**config.mk**
```make
export PLATFORM = sky130hd
export DESIGN_NAME = compress_write_unit_flat
export DESIGN_NICKNAME = d
export VERILOG_FILES = /design/src/rtl/compress_write_unit_if.sv /design/src/rtl/compress_write_unit.sv /design/src/flat_wrapper.sv
export SDC_FILE = /design/constraint.sdc
export NUM_CORES = 1
export LEC_CHECK = 0
export ABC_AREA = 1
export ABC_CLOCK_PERIOD_IN_PS = 5300
export CAP_MARGIN = 20
export CORE_AREA = 3 3 157 113
export DETAILED_ROUTE_END_ITERATION = 10
export DIE_AREA = 0 0 160 116
export GPL_TIMING_DRIVEN = 1
export PLACE_DENSITY = 0.79
export SLEW_MARGIN = 20
export SYNTH_ARGS = -nofsm -noshare
export SYNTH_HDL_FRONTEND = slang
export SYNTH_SLANG_ARGS = --single-unit
```
**constraint.sdc**
```tcl
create_clock -name CLK -period 5.3 [get_ports CLK]
set_input_delay 0.53 -clock CLK [delete_from_list [all_inputs] [get_ports CLK]]
set_output_delay 0.53 -clock CLK [all_outputs]
set_load 0.1 [all_outputs]
```
**src/rtl/compress_write_unit_if.sv**
```systemverilog
// Bundle for the compress write unit: upstream beat handshake, register-file
// write port and sequence status.
interface compress_write_unit_if #(
    parameter int OFFSET_W = 5,
    parameter int DATA_W   = 32
);
    // Both handshakes are valid/ready. A transfer happens on a rising edge
    // where valid and ready are both 1. The producer holds valid and its payload
    // stable until that edge. Ready may depend only on registered state.
    logic                start;
    logic                in_valid;
    logic [1:0]          wen;
    logic [OFFSET_W-1:0] woffset0;
    logic [OFFSET_W-1:0] woffset1;
    logic [DATA_W-1:0]   wdata0;
    logic [DATA_W-1:0]   wdata1;
    logic                last;
    logic                in_ready;
    logic                vrf_wen;
    logic [OFFSET_W-1:0] vrf_woffset;
    logic [DATA_W-1:0]   vrf_wdata;
    logic                vrf_ready;
    logic                busy;
    logic                done;
    logic [OFFSET_W:0]   elem_count;

    modport master (
        output start, in_valid, wen, woffset0, woffset1, wdata0, wdata1, last,
        output vrf_ready,
        input  in_ready, vrf_wen, vrf_woffset, vrf_wdata, busy, done, elem_count
    );

    modport slave (
        input  start, in_valid, wen, woffset0, woffset1, wdata0, wdata1, last,
        input  vrf_ready,
        output in_ready, vrf_wen, vrf_woffset, vrf_wdata, busy, done, elem_count
    );
endinterface

```
**src/rtl/compress_write_unit.sv**
```systemverilog
// Compress write unit: packs enabled elements of two-element beats into a small
// FIFO and drains them, one per cycle, into the register-file write port.
module compress_write_unit #(
    parameter int DEPTH    = 4,
    parameter int OFFSET_W = 5,
    parameter int DATA_W   = 32
) (
    input  logic                  CLK,
    input  logic                  RST,
    compress_write_unit_if.slave  bus,
    output logic [1:0]            dbg_state_o
);
    localparam int PTR_W = (DEPTH > 1) ? $clog2(DEPTH) : 1;
    localparam int CNT_W = PTR_W + 1;

    typedef enum logic [1:0] {IDLE = 2'd0, RUN = 2'd1, DRAIN = 2'd2, DONE = 2'd3} state_t;

    state_t              state_q, state_d;
    logic [PTR_W-1:0]    wr_ptr_q, wr_ptr_d;
    logic [PTR_W-1:0]    rd_ptr_q, rd_ptr_d;
    logic [CNT_W-1:0]    count_q, count_d;
    logic [OFFSET_W:0]   elem_cnt_q, elem_cnt_d;

    logic [OFFSET_W-1:0] off_mem  [DEPTH];
    logic [DATA_W-1:0]   data_mem [DEPTH];

    logic                in_ready;
    logic                accept;
    logic                enq0, enq1;
    logic [CNT_W-1:0]    enq_n;
    logic                vrf_wen;
    logic                deq;
    logic [PTR_W-1:0]    wr1_idx;

    // Room for a full two-element beat is required before a beat is taken.
    always_comb begin
        in_ready = (state_q == RUN) && (count_q <= CNT_W'(DEPTH - 2));
        accept   = bus.in_valid && in_ready;
        enq0     = accept && bus.wen[0];
        enq1     = accept && bus.wen[1];
        enq_n    = CNT_W'(enq0) + CNT_W'(enq1);
        vrf_wen  = (count_q != '0);
        deq      = vrf_wen && bus.vrf_ready;
        wr1_idx  = wr_ptr_q + PTR_W'(enq0);
        count_d  = count_q + enq_n - CNT_W'(deq);
        wr_ptr_d = wr_ptr_q + PTR_W'(enq_n);
        rd_ptr_d = rd_ptr_q + PTR_W'(deq);
    end

    always_comb begin
        state_d    = state_q;
        elem_cnt_d = elem_cnt_q;
        case (state_q)
            IDLE:    if (bus.start) state_d = RUN;
            RUN:     if (accept && bus.last) state_d = DRAIN;
            DRAIN:   if (count_q == '0) state_d = DONE;
            DONE:    state_d = IDLE;
            default: state_d = IDLE;
        endcase
        if (state_q == IDLE && bus.start) begin
            elem_cnt_d = '0;
        end else if (deq) begin
            elem_cnt_d = elem_cnt_q + 1'b1;
        end
    end

    always_ff @(posedge CLK or posedge RST) begin
        if (RST) begin
            state_q    <= IDLE;
            wr_ptr_q   <= '0;
            rd_ptr_q   <= '0;
            count_q    <= '0;
            elem_cnt_q <= '0;
        end else begin
            state_q    <= state_d;
            wr_ptr_q   <= wr_ptr_d;
            rd_ptr_q   <= rd_ptr_d;
            count_q    <= count_d;
            elem_cnt_q <= elem_cnt_d;
        end
    end

    // Element 1 lands right after element 0 when both are enabled.
    always_ff @(posedge CLK) begin
        if (enq0) begin
            off_mem[wr_ptr_q]  <= bus.woffset0;
            data_mem[wr_ptr_q] <= bus.wdata0;
        end
        if (enq1) begin
            off_mem[wr1_idx]  <= bus.woffset1;
            data_mem[wr1_idx] <= bus.wdata1;
        end
    end

    assign bus.in_ready    = in_ready;
    assign bus.vrf_wen     = vrf_wen;
    assign bus.vrf_woffset = off_mem[rd_ptr_q];
    assign bus.vrf_wdata   = data_mem[rd_ptr_q];
    assign bus.busy        = (state_q != IDLE);
    assign bus.done        = (state_q == DONE);
    assign bus.elem_count  = elem_cnt_q;
    assign dbg_state_o     = state_q;
endmodule

```
**src/flat_wrapper.sv**
```systemverilog
// flat-port wrapper written by rule: the top's interface ports become plain ports
module compress_write_unit_flat 
#(
    parameter int DEPTH    = 4,
    parameter int OFFSET_W = 5,
    parameter int DATA_W   = 32
)
  (CLK, RST, dbg_state_o, bus_start, bus_in_valid, bus_wen, bus_woffset0, bus_woffset1, bus_wdata0, bus_wdata1, bus_last, bus_vrf_ready, bus_in_ready, bus_vrf_wen, bus_vrf_woffset, bus_vrf_wdata, bus_busy, bus_done, bus_elem_count);
  compress_write_unit_if #(.OFFSET_W(OFFSET_W), .DATA_W(DATA_W)) bus_i ();
  input  logic CLK;
  input  logic RST;
  output logic [1:0] dbg_state_o;
  input wire logic [$bits(bus_i.start)-1:0] bus_start;
  input wire logic [$bits(bus_i.in_valid)-1:0] bus_in_valid;
  input wire logic [$bits(bus_i.wen)-1:0] bus_wen;
  input wire logic [$bits(bus_i.woffset0)-1:0] bus_woffset0;
  input wire logic [$bits(bus_i.woffset1)-1:0] bus_woffset1;
  input wire logic [$bits(bus_i.wdata0)-1:0] bus_wdata0;
  input wire logic [$bits(bus_i.wdata1)-1:0] bus_wdata1;
  input wire logic [$bits(bus_i.last)-1:0] bus_last;
  input wire logic [$bits(bus_i.vrf_ready)-1:0] bus_vrf_ready;
  output wire logic [$bits(bus_i.in_ready)-1:0] bus_in_ready;
  output wire logic [$bits(bus_i.vrf_wen)-1:0] bus_vrf_wen;
  output wire logic [$bits(bus_i.vrf_woffset)-1:0] bus_vrf_woffset;
  output wire logic [$bits(bus_i.vrf_wdata)-1:0] bus_vrf_wdata;
  output wire logic [$bits(bus_i.busy)-1:0] bus_busy;
  output wire logic [$bits(bus_i.done)-1:0] bus_done;
  output wire logic [$bits(bus_i.elem_count)-1:0] bus_elem_count;
  assign bus_i.start = bus_start;
  assign bus_i.in_valid = bus_in_valid;
  assign bus_i.wen = bus_wen;
  assign bus_i.woffset0 = bus_woffset0;
  assign bus_i.woffset1 = bus_woffset1;
  assign bus_i.wdata0 = bus_wdata0;
  assign bus_i.wdata1 = bus_wdata1;
  assign bus_i.last = bus_last;
  assign bus_i.vrf_ready = bus_vrf_ready;
  assign bus_in_ready = bus_i.in_ready;
  assign bus_vrf_wen = bus_i.vrf_wen;
  assign bus_vrf_woffset = bus_i.vrf_woffset;
  assign bus_vrf_wdata = bus_i.vrf_wdata;
  assign bus_busy = bus_i.busy;
  assign bus_done = bus_i.done;
  assign bus_elem_count = bus_i.elem_count;
  compress_write_unit #(.DEPTH(DEPTH), .OFFSET_W(OFFSET_W), .DATA_W(DATA_W)) u_core (.CLK(CLK), .RST(RST), .bus(bus_i), .dbg_state_o(dbg_state_o));
endmodule
```
==> out/qor.yml <==
synthesis:
  netlist_instances: 851
  synth_area_leaders: "edfxtp_1 55%, o21ai_0 13%, nand2_1 8.2%, dfrtp_1 4.6%, nor2_1 3.9%"
  synth_area_leader_cell: "edfxtp_1"
  synth_edf_count: 148
  yosys.cell_count.top_type: "o21ai_0"
  synth_fp_nets: 947
  synth-seq-cells: 163
  seq_area_frac_synth: 0.592
  synth_common_cells: "205 x o21ai_0, 178 x nand2_1, 148 x edfxtp_1"
  synth_flop_cell: "edfxtp_1"
  syn_area_per_cell_um2: 9.56
  synth_area_um2: 8140
  synthDistinctLibCells: 27
  synth_top_area_frac: 0.546
  synth_warnings: 0
  synthArstFlopShare: 0.0920
sta:
  setup_tns_ns: 0
  setup_slack_ns: 1.92
  finalCritPeriodShare: 0.637
  clock.fmax_ghz: 0.296
  worstMarginPinSlew_ns: 1.00
  rsz0062_at_grt: "no"
  relSlewSlack: 0.329
  drv_slew: 0
  finalSetupViolations: 0
  period_needed_ns: 3.38
  clock-skew-final_ns: 0.0117
  timing.final.hold_violations: 0
critical_path:
  cp-start-kind: "flip-flop"
  worst_r2r_path_depth: 13
  reg2reg_to: "u_core.data_mem[3][18]"
  crit_path_end_kind: "flip-flop"
  crit_arrival_ns: 3.54
  critPathKind: "flip-flop to flip-flop"
  worst-path-max-fanout: 43
  crit_required_ns: 5.47
  r2r_slack_ns: 1.92
  reg2reg_from: "u_core.dbg_state_o[1]"
drt:
  drt_wl_total_um: 20400
  detail-route-antenna-nets: 0
  via_per_inst: 5.48
  detail_route.wl_per_cell_um: 17.0
  initialDrtViolationCount: 721
  drc: 0
  vias: 6555
  firstDrtPassIters: 6
clock_network:
  cts-buffers-inserted: 17
  postCtsResizedCells: 0
  root_buffer: "clkbuf_16"
  insertion_delay_ns: 0.44
  path_clk_slew_ns: 0.07
  cts_tree: "done"
  postCtsHoldBufs: 0
  cts_sinks: 163
  cts_buffer_depth: 2
  post-cts-setup-buffer-count: 0
  htreeDepth: 4
final_layout:
  drive_above_1_share: 0.0917
  syn_to_final_growth_pct: 23.5
  nets: 1054
  fin_cells: 1196
  fillers: 1362
  finish.utilization: 0.617
  antennaDiodeCount: 0
pwr:
  power.density_nw_per_um2: 618
  ir_drop_mv: 0.526
  p_leak_nw: 3.52
grt:
  grt_pass1_vias: 6131
  grt_pass1_wl_um: 32500
  antenna_found_initial: 0
  grt-ovfl-total: 0
  grt_use_total: 0.225
  grt_max_degree: 76
die:
  io_pins: 131
  initial_utilization: 0.499
  row_count: 39
  core_area_um2: 16300
  die_area_um2: 18600
  die_w_um: 160
  chipHeight_um: 116
job:
  drv_cap: 0
placement:
  dp_slack_ns: 1.65
  place_inst: 1163
  routabilityCongestion: 0.840
  dp_hpwl_um: 12700
  port_buffers: 130
min_path:
  hold_class: "primary input to async pin"
run_status:
  status: "finished clean"
critical path: stages (launching register included):
cell     delay (ns)
dfrtp_1        0.42
inv_1          0.12
ha_1           0.17
inv_1          0.06
nor2_4         0.13
nand3_1        0.09
nor2_1         0.27
ha_1           0.25
nand2_1        0.06
nand2_1        0.07
nand2_1        0.13
nor2_4         0.73
buf_4          0.44
o21ai_0        0.15
cells in the final DEF, fill, tap and decap left out, drive strengths merged:
cell type,count
dfrtp,15
bufinv,3
nor2,87
xnor2,2
clkbuf,20
clkinv,7
fa,1
clkinvlp,2
clkdlybuf4s50,93
buf,50
o21bai,2
o21ai,229
edfxtp,148
and2,1
nand2,178
o22ai,37
a21boi,1
nand3,10
a21oi,1
ha,13
xor2,4
inv,61
nand4,5
or2,1
per-stage QoR:
stage | hold slack [ns] | area (um^2) | total power, mW
final | 0.448 | 10100 | 6.22
after global routing | 0.512 | 10100 | 6.46
after CTS | 0.470 | 10000 | 6.24
after detailed placement | 0.542 | 9460 | 5.01
after global placement | 0.533 | 9460 | 4.98
after floorplan | 0.431 | 8140 | 4.23
power by group:
group | total [mW] | internal (mW) | switching [mW]
combinational | 3.38 | 0.689 | 2.70
clock | 1.23 | 0.732 | 0.494
sequential | 1.61 | 1.53 | 0.0728
total | 6.22 | 2.96 | 3.26
kinds of logic (layout without fill, tap and decap cells):
group / after synthesis / after routing / share of synthesized area
AOI/OAI and AO/OA: 270 / 270 / 0.173
DFF: 163 / 163 / 0.592
buffers and inverters: 116 / 236 / 0.0690
xor gates and xnor gates: 6 / 6 / 0.00646
and+or+nand+nor: 282 / 282 / 0.137
adders and majority gates: 14 / 14 / 0.0224
cell type report:
type                       count  area, um^2  share of cell area
clock buffer                  20         437              0.0434
clock inverter                12         139              0.0138
inverter                      61         229              0.0228
multi-input combinational    572        2830               0.281
sequential                   163        4820               0.480
tap                          225         282              0.0280
timing repair buffer         143        1320               0.131
worst max-delay path by stage:
stage	startpoint	end	slack, ns	cells after the start
2_1_floorplan	u_core.dbg_state_o[0]	u_core.data_mem[2][0]	0.03	9
3_3_place_gp	bus_in_valid	u_core.data_mem[2][20]	1.77	9
3_5_place_dp	bus_in_valid	u_core.data_mem[2][18]	1.65	9
4_1_cts	u_core.dbg_state_o[1]	u_core.data_mem[2][18]	1.85	12
5_1_grt	u_core.dbg_state_o[1]	u_core.data_mem[3][18]	1.60	13
6_report	u_core.dbg_state_o[1]	u_core.data_mem[3][18]	1.92	13
registers in the layout, summed over array words and instances (netlist names):
register,cells
u_core.count_q,3
u_core.off_mem,20
u_core.bus.elem_count,6
u_core.wr_ptr_q,2
u_core.dbg_state_o,2
u_core.rd_ptr_q,2
u_core.data_mem,128
metal layers:
layer | share of wire | global-route usage | up-vias | wire, um
li1 | - | - | 3163 | -
met4 | 0.014 | 0.0769 | 0 | 279
met2 | 0.46 | 0.358 | 320 | 9360
met5 | 0 | 0 | - | 0
met3 | 0.091 | 0.0482 | 26 | 1850
met1 | 0.44 | 0.312 | 3046 | 8900
No activity file was read; power rests on OpenSTA's default activity.
